==> config.mk <==
export PLATFORM = sky130hd
export DESIGN_NAME = keypad_scanner
export DESIGN_NICKNAME = d
export VERILOG_FILES = /design/src/rtl/keypad_scanner.sv
export SDC_FILE = /design/constraint.sdc
export NUM_CORES = 1
export LEC_CHECK = 0
export ABC_AREA = 1
export ABC_CLOCK_PERIOD_IN_PS = 6300
export CAP_MARGIN = 20
export CORE_MARGIN = 4
export CORE_UTILIZATION = 35
export CTS_CLUSTER_SIZE = 30
export DETAILED_ROUTE_END_ITERATION = 10
export PLACE_DENSITY = 0.56
export SKIP_LAST_GASP = 1
export SYNTH_ARGS = -nofsm -noshare
export SYNTH_HDL_FRONTEND = slang
export SYNTH_SLANG_ARGS = --single-unit
==> constraint.sdc <==
create_clock -name CLK -period 6.3 [get_ports CLK]
set_input_delay 1.26 -clock CLK [delete_from_list [all_inputs] [get_ports CLK]]
set_output_delay 1.26 -clock CLK [all_outputs]
set_load 0.1 [all_outputs]
==> src/rtl/keypad_scanner.sv <==
// Row/column keypad scanner: frame-based debounce, key-code FIFO and interrupt pulse.
// Optional auto-repeat of the held key is built when KEYPAD_TYPEMATIC_EN is defined.
module keypad_scanner #(
   parameter int ROWS         = 4,
   parameter int COLS         = 3,
   parameter int SCAN_DIV     = 8,
   parameter int DEBOUNCE     = 3,
   parameter int FIFO_DEPTH   = 4,
   parameter int REPEAT_DELAY = 16,
   parameter int REPEAT_RATE  = 4
) (
   input  logic            CLK,
   input  logic            RST_N,
   input  logic [ROWS-1:0] ROW_IN,
   input  logic            KEY_ACK,
   output logic [COLS-1:0] COL_DRV,
   output logic [7:0]      KEY_CODE,
   output logic            KEY_VALID,
   output logic            interrupt,
   output logic            OVERFLOW
);
   localparam int DIV_W   = (SCAN_DIV > 1) ? $clog2(SCAN_DIV) : 1;
   localparam int COL_W   = (COLS > 1) ? $clog2(COLS) : 1;
   localparam int PTR_W   = $clog2(FIFO_DEPTH);
   localparam int RPT_MAX = (REPEAT_DELAY > REPEAT_RATE) ? REPEAT_DELAY : REPEAT_RATE;
   localparam int CNT_MAX = (DEBOUNCE > RPT_MAX) ? DEBOUNCE : RPT_MAX;
   // One width serves both the debounce and the frame-repeat counters.
   localparam int CNT_W   = $clog2(CNT_MAX + 1);

   localparam logic [1:0] RELEASED     = 2'd0;
   localparam logic [1:0] PRESS_PEND   = 2'd1;
   localparam logic [1:0] HELD         = 2'd2;
   localparam logic [1:0] RELEASE_PEND = 2'd3;

   logic [ROWS-1:0]      row_s1, row_s2;
   logic [DIV_W-1:0]     div;
   logic [COL_W-1:0]     col_idx;
   logic [ROWS*COLS-1:0] frame, frame_nxt;
   logic                 sample, frame_end;
   logic                 cand_vld;
   logic [5:0]           cand_code;

   assign sample    = (div == DIV_W'(SCAN_DIV - 1));
   assign frame_end = sample && (col_idx == COL_W'(COLS - 1));

   // Frame bit index equals the key code (row*COLS+col); the column being sampled is merged in.
   always_comb begin
      frame_nxt = frame;
      if (sample)
         for (int c = 0; c < COLS; c++)
            if (col_idx == COL_W'(c))
               for (int r = 0; r < ROWS; r++)
                  frame_nxt[r*COLS+c] = row_s2[r];
   end

   always_comb begin
      cand_vld  = 1'b0;
      cand_code = '0;
      for (int i = ROWS*COLS-1; i >= 0; i--)
         if (frame_nxt[i]) begin
            cand_vld  = 1'b1;
            cand_code = 6'(i);
         end
   end

   always_ff @(posedge CLK or negedge RST_N) begin
      if (!RST_N) begin
         row_s1  <= '0;
         row_s2  <= '0;
         div     <= '0;
         col_idx <= '0;
         COL_DRV <= COLS'(1);
         frame   <= '0;
      end else begin
         row_s1 <= ROW_IN;
         row_s2 <= row_s1;
         frame  <= frame_nxt;
         if (sample) begin
            div     <= '0;
            col_idx <= (col_idx == COL_W'(COLS - 1)) ? '0 : col_idx + COL_W'(1);
            COL_DRV <= (COL_DRV << 1) | (COL_DRV >> (COLS - 1));
         end else begin
            div <= div + DIV_W'(1);
         end
      end
   end

   logic [1:0]       state, state_n;
   logic [CNT_W-1:0] cnt, cnt_n;
   logic [5:0]       held_code, code_n;
   logic             same, fsm_push, rep_push, push;

   assign same = cand_vld && (cand_code == held_code);

   always_comb begin
      state_n  = state;
      cnt_n    = cnt;
      code_n   = held_code;
      fsm_push = 1'b0;
      if (frame_end) begin
         case (state)
            RELEASED: if (cand_vld) begin
               code_n = cand_code;
               cnt_n  = CNT_W'(1);
               if (DEBOUNCE == 1) begin
                  state_n  = HELD;
                  fsm_push = 1'b1;
               end else begin
                  state_n = PRESS_PEND;
               end
            end
            PRESS_PEND: if (same) begin
               cnt_n = cnt + CNT_W'(1);
               if (cnt_n == CNT_W'(DEBOUNCE)) begin
                  state_n  = HELD;
                  fsm_push = 1'b1;
               end
            end else begin
               state_n = RELEASED;
            end
            HELD: if (!same) begin
               cnt_n   = CNT_W'(1);
               state_n = (DEBOUNCE == 1) ? RELEASED : RELEASE_PEND;
            end
            default: if (same) begin
               state_n = HELD;
            end else begin
               cnt_n = cnt + CNT_W'(1);
               if (cnt_n == CNT_W'(DEBOUNCE))
                  state_n = RELEASED;
            end
         endcase
      end
   end

   always_ff @(posedge CLK or negedge RST_N) begin
      if (!RST_N) begin
         state     <= RELEASED;
         cnt       <= '0;
         held_code <= '0;
      end else begin
         state     <= state_n;
         cnt       <= cnt_n;
         held_code <= code_n;
      end
   end

`ifdef KEYPAD_TYPEMATIC_EN
   logic [CNT_W-1:0] rep_cnt, rep_cnt_n;
   logic             rep_armed, rep_armed_n;

   // Counts frames spent continuously in HELD; first repeat after the delay, then at the rate.
   always_comb begin
      rep_cnt_n   = rep_cnt;
      rep_armed_n = rep_armed;
      rep_push    = 1'b0;
      if (state != HELD || state_n != HELD) begin
         rep_cnt_n   = '0;
         rep_armed_n = 1'b0;
      end else if (frame_end) begin
         rep_cnt_n = rep_cnt + CNT_W'(1);
         if (rep_cnt_n == (rep_armed ? CNT_W'(REPEAT_RATE) : CNT_W'(REPEAT_DELAY))) begin
            rep_push    = 1'b1;
            rep_cnt_n   = '0;
            rep_armed_n = 1'b1;
         end
      end
   end

   always_ff @(posedge CLK or negedge RST_N) begin
      if (!RST_N) begin
         rep_cnt   <= '0;
         rep_armed <= 1'b0;
      end else begin
         rep_cnt   <= rep_cnt_n;
         rep_armed <= rep_armed_n;
      end
   end
`else
   assign rep_push = 1'b0;
`endif

   assign push = fsm_push | rep_push;

   logic [5:0]       mem [FIFO_DEPTH];
   logic [PTR_W-1:0] wr_ptr, rd_ptr, rd_ptr_n;
   logic [PTR_W:0]   count, count_n, remain;
   logic [5:0]       head_n;
   logic             pop, full, do_push, drop;

   assign pop     = KEY_ACK && KEY_VALID;
   assign full    = (count == (PTR_W+1)'(FIFO_DEPTH));
   assign do_push = push && (!full || pop);
   assign drop    = push && full && !pop;

   // Head is precomputed so KEY_CODE/KEY_VALID leave straight from flops.
   always_comb begin
      rd_ptr_n = pop ? rd_ptr + PTR_W'(1) : rd_ptr;
      remain   = count - (PTR_W+1)'(pop);
      count_n  = remain + (PTR_W+1)'(do_push);
      if (count_n == '0)
         head_n = '0;
      else if (remain == '0)
         head_n = code_n;
      else
         head_n = mem[rd_ptr_n];
   end

   always_ff @(posedge CLK) begin
      if (do_push)
         mem[wr_ptr] <= code_n;
   end

   always_ff @(posedge CLK or negedge RST_N) begin
      if (!RST_N) begin
         wr_ptr    <= '0;
         rd_ptr    <= '0;
         count     <= '0;
         KEY_CODE  <= '0;
         KEY_VALID <= 1'b0;
         interrupt <= 1'b0;
         OVERFLOW  <= 1'b0;
      end else begin
         if (do_push)
            wr_ptr <= wr_ptr + PTR_W'(1);
         rd_ptr    <= rd_ptr_n;
         count     <= count_n;
         KEY_CODE  <= {2'b00, head_n};
         KEY_VALID <= (count_n != '0);
         interrupt <= do_push;
         OVERFLOW  <= pop ? 1'b0 : (OVERFLOW | drop);
      end
   end
endmodule

# Word level (Yosys, flattened, before mapping)
# Memory sizes are Yosys's and may differ from the RTL's.
# Index checks and enable logic that the tools add are counted.
[totals]
in_bits = 7
mem_bits_rw = 24
reg_bits = 57
output_inout_bits = 14
mem_count = 1
[mem_list]
columns = ["name", "depth", "width", "read_ports", "rd_clocked_by_memory_dff", "write_ports", "line_no", "text"]
rows = [
  ["mem", 4, 6, 1, 0, 1, "185", "logic [5:0] mem [FIFO_DEPTH];"],
]
[op_classes]
mux = 64
reduce_logical = 17
n_addsub = 7
eq_ne = 13
bitwise_logic = 2
[op_table]
columns = ["operator", "count"]
rows = [
  ["$mux W6", 16],
  ["$mux W1", 31],
  ["$mux W5", 4],
  ["$mux W2", 8],
  ["$pmux W5 S3", 1],
  ["$mux W12", 1],
  ["$reduce_and A5 Y1", 2],
  ["$add A2 B1 Y2 const B", 3],
  ["$eq A3 B3 Y1 const B", 2],
  ["$eq A6 B6 Y1", 1],
  ["$logic_and A1 B1 Y1", 6],
  ["$logic_not A3 Y1", 2],
  ["$ne A2 B2 Y1 const B", 3],
  ["$pmux W2 S3", 1],
  ["$add A5 B1 Y5 const B", 1],
  ["$eq A5 B2 Y1 const B", 1],
  ["$reduce_bool A5 Y1", 1],
  ["$eq A2 B1 Y1 const B", 2],
  ["$eq A2 B2 Y1 const B", 2],
  ["$logic_not A2 Y1", 2],
  ["$mux W4", 1],
  ["$add A3 B1 Y3", 1],
  ["$add A3 B1 Y3 const B", 1],
  ["$mux W3", 1],
  ["8 further kinds", 9],
]

# Longest topological paths before layout
[depth]
depth_word = 24
mapped_depth = 30

# Worst setup path after synthesis
# Ideal clock, no wire load.
[synth_path]
kind = "register to register"
start = "reg div[0]"
end = "reg KEY_CODE[3]"
t_required_ns = 6.160
setup_ns = 0.140
path_slack_ns = 3.037
n_path_buf = 1
path_stages_with_launch = 23
period_less_slack_ns = 3.263
t_arrival_ns = 3.123
path_cell_list = "dfrtp_1 ha_1 ha_1 nand3_2 buf_6 o21ai_4 nor2_2 nand2_1 nor2_2 nand2_1 xor2_1 nand2_1 nor2_2 nand3_2 inv_2 nand2_2 nor2_8 ha_1 ha_1 nor3_1 inv_1 o21ai_0 a31oi_1"
[synth_rtl]
columns = ["element", "line_no", "text"]
rows = [
  ["from (decl)", "36", "logic [DIV_W-1:0] div;"],
  ["from (signal assigned)", "83", "div <= div + DIV_W'(1);"],
  ["$eq A3 B3 Y1 (*)", "43", "assign sample = (div == DIV_W'(SCAN_DIV - 1));"],
  ["$mux W12 (*)", "49", "if (sample)"],
  ["via frame_nxt[2]", "38", "logic [ROWS*COLS-1:0] frame, frame_nxt;"],
  ["$mux W6 (3 in a row)", "60", "if (frame_nxt[i]) begin"],
  ["$eq A6 B6 Y1", "93", "assign same = cand_vld && (cand_code == held_code);"],
  ["$logic_and A1 B1 Y1 (*)", "93", ""],
  ["$mux W1 (*)", "112", "PRESS_PEND: if (same) begin"],
  ["$mux W1 (*)", "101", "case (state)"],
  ["$mux W1 (*)", "100", "if (frame_end) begin"],
  ["$logic_and A1 B1 Y1 (*)", "193", "assign do_push = push && (!full || pop);"],
  ["via do_push", "189", "logic pop, full, do_push, drop;"],
  ["$add A3 B1 Y3 (*)", "200", "count_n = remain + (PTR_W+1)'(do_push);"],
  ["via count_n[1]", "187", "logic [PTR_W:0] count, count_n, remain;"],
  ["$logic_not A3 Y1 (*)", "201", "if (count_n == '0)"],
  ["$mux W6 (*)", "201", ""],
  ["via head_n[3]", "188", "logic [5:0] head_n;"],
  ["to (signal assigned)", "228", "KEY_CODE <= {2'b00, head_n};"],
  ["to (decl)", "17", "output logic [7:0] KEY_CODE,"],
]
# The timed path passes the listed nets; every way through them passes the cells marked *.
# A chain may end at the register's enable or synchronous reset.

# Worst setup path after layout
[layout_path]
start = "reg div[0]"
end = "reg KEY_CODE[5]"
# The elaborated chain is that of the path after synthesis.

==> impl_results.md <==
- Shortest period the worst path allows: 3.99 ns
- Layout area overhead: 13.6%
- Post-DR vias/cell: 4.51
- Overall Power: 1.48 mW
- Drc violations: 0
- DIE HEIGHT: 111 um
- CTS tree: built
- Crit path buf inv count: 2
- Total CTS buffers: 9
- Status: finished clean
- Hold WC Path Type: register to register
- Total die area: 12300 um^2
- Worst vdd ir: 0.000212 V
- Initial antenna violation count: 0
- Port buffer count: 18
- Slew HR: 0.352
- CP required: 6.49 ns
- Delay-heaviest family, CP: simple AND/OR/NAND/NOR gates
- Clk sinks: 81
- Reg clk slew, reported paths: 0.09 ns
- Most frequent cells in the layout: nand2_1, dfrtp_1, inv_1
- Placed inst area: 4010 um^2
- Synth Instances: 359
- Unique masters post-synth: 37
- Synth Register Bits: 81
- Post-CTS sizing: 0
- Cell Pwr Density: 352 nW/um^2
- Worst Slack Setup Final: 2.31 ns
- Max-slew violation count: 0
- Max incr delay on CP: 0.42 ns
- P_leak: 1.95 nW
- Final nets: 405
- CP arrival: 4.18 ns
- Fillers: 1001
- Gr usage total: 0.112
- Share of layout cells above drive strength 1: 0.165
- First-pass GRT wire length: 11300 um
- CP Max Fanout: 13
- Fmax: 0.251 GHz
- Non-Filler Instances: 524
- Crit path cell chain: ha_1 > ha_1 > nand3_2 > nand2_2 > o21ai_4 > nor2_2 > nand2_1 > nor2_2 > nand2_1 > xor2_1 > nand2_1 > nor2_2 > nand3_2 > inv_2 > nand2_2 > nor2_8 > ha_1 > ha_1 > nor3_1 > inv_1 > o21ai_0 > a31oi_1
- Clock latency at the later pin of the worst-skew pair: 0.34 ns
- Row count: 37
- Sequential Area: 2150 um^2
- Final core occ: 0.408
- Post-CTS Repair Setup Buffers: 0
- Placer Congestion: 0.761
- Placed cell count: 507
- Final setup fails: 0
- CP max-delay cell: ha_1
- Antenna Cells: 0
- Startpoint Class: register
- Multi-input logic area: 1310 um^2
- CTS Buffer Depth: 2
- Final ANT Viol Nets: 0
- Final Hold Viols: 0
- Unrepaired setup endpoints after global routing: no
- Vias: 2365
- Pin count of the biggest net entering global routing: 58
- Mapped Area: 3710 um^2
- Clock skew: 0.00968 ns
- Most common cell after layout, fill and taps aside: nand2_1
- WL final: 6330 um
- Sequential-to-total area share from yosys stat: 0.579
- Most frequent CP cell: ha_1
- Core box area: 10300 um^2
- Initial Utilization: 0.359
- I/O Pins: 21
- Period utilisation layout: 0.633
- Avg Cell Area, Syn: 10.3 um^2
- Critical Path End Type: register
- Final Hold Slack: 0.352 ns
- Post-route cell area: 4220 um^2
- Fin Setup TNS: 0 ns
- Vias in the first global route: 2388
- DPL Wire Length: 4600 um
- Pre-antenna DRT Iters: 4
- Slew @ Worst Pin: 0.969 ns
- Initial DRC count: 128
- Root Driver: clkbuf_8
- Max Cap Violations: 0
- Die X: 111 um
- Post-DR wirelength/cell: 12.1 um
- Setup CP Type: register to register
- Overflow after GRT: 0
- Hold-fix buffers at CTS: 0
- Post-place setup slack: 2.19 ns
- H-tree lvl count: 3
- Synth Warn #: 0
[path summary, 6_finish.rpt]
kind / start / end / slack (ns) / depth (start not counted)
max: div[0] / KEY_CODE[5] / 2.31 / 22
min: row_s1[2] / row_s2[2] / 0.35 / 0
max reg2reg: div[0] / KEY_CODE[5] / 2.31 / 22
min reg2reg: row_s1[2] / row_s2[2] / 0.35 / 0
max in group asynchronous: RST_N / KEY_CODE[2] / 4.77 / 2
min in group asynchronous: RST_N / row_s1[3] / 1.04 / 2
[cells in the mapped netlist]
library cell,number,area share
nand2_1,65,0.066
dfrtp_1,56,0.38
inv_1,46,0.047
nor2_1,27,0.027
edfxtp_1,24,0.19
o21ai_0,21,0.028
ha_1,15,0.051
nand3_1,12,0.016
o21ai_2,9,0.021
nand2_2,8,0.013
nor2_2,8,0.013
nand3_2,7,0.019
inv_2,6,0.0061
nand4_1,6,0.010
xor2_1,5,0.012
a31oi_1,4,0.0067
xnor2_1,4,0.0094
a21oi_1,3,0.0040
buf_4,3,0.0061
clkbuf_1,3,0.0030
nor3_1,3,0.0040
o221ai_1,3,0.0071
buf_6,2,0.0061
nor2_8,2,0.011
o211ai_1,2,0.0040
o21ai_1,2,0.0027
o21bai_1,2,0.0040
or2_2,2,0.0034
a32o_1,1,0.0027
clkinv_1,1,0.0010
conb_1,1,0.0010
dfstp_2,1,0.0071
mux2_2,1,0.0030
nor2_4,1,0.0030
nor4_1,1,0.0017
o21ai_4,1,0.0044
o32a_1,1,0.0027
[logic make-up (layout without fill, tap and decap cells)]
group	Yosys count	count (layout)	share of synthesized area
and+or+nand+nor	142	142	0.188
DFF	81	81	0.579
buffers and inverters	61	89	0.0688
AOI/OAI and AO/OA	49	49	0.0880
adders and majority gates	15	15	0.0506
xor gates and xnor gates	9	9	0.0212
other	1	2	0.00101
muxes	1	1	0.00304
[flip-flops by register name, summed over array words and instances, names as in the netlist, named ones only]
name / count
held_code: 6
mem: 24
OVERFLOW: 1
div: 3
row_s1: 4
interrupt: 1
count: 3
col_idx: 2
KEY_CODE: 6
row_s2: 4
wr_ptr: 2
KEY_VALID: 1
frame: 12
rd_ptr: 2
cnt: 5
COL_DRV: 3
state: 1
[power breakdown]
group / internal, mW / switching (mW)
clock network: 0.179 / 0.189
logic: 0.145 / 0.354
registers: 0.594 / 0.0237
[metal layers]
layer  vias to the layer above  track usage  wire (um)
met1                      1120        0.144       3000
met3                         5       0.0197        170
met2                        26        0.184       3080
met4                         0       0.0534         77
li1                       1214            -          -
met5                         -            0          0
[cell type report]
class                           count  area share
Clock buffer                       11      0.0386
Clock inverter                      5     0.00890
Inverter                           53      0.0472
Multi-Input combinational cell    218       0.311
Sequential cell                    81       0.510
Tap cell                          136      0.0404
Timing Repair Buffer               20      0.0445
[worst register-to-register path: stages (launching register included)]
cell	delay (ns)
dfrtp_1	0.36
ha_1	0.15
ha_1	0.42
nand3_2	0.36
nand2_2	0.18
o21ai_4	0.07
nor2_2	0.16
nand2_1	0.08
nor2_2	0.14
nand2_1	0.08
xor2_1	0.13
nand2_1	0.08
nor2_2	0.16
nand3_2	0.11
inv_2	0.13
nand2_2	0.10
nor2_8	0.15
ha_1	0.16
ha_1	0.23
nor3_1	0.26
inv_1	0.17
o21ai_0	0.11
a31oi_1	0.06
Note: power is estimated with default switching activity, not from simulation.
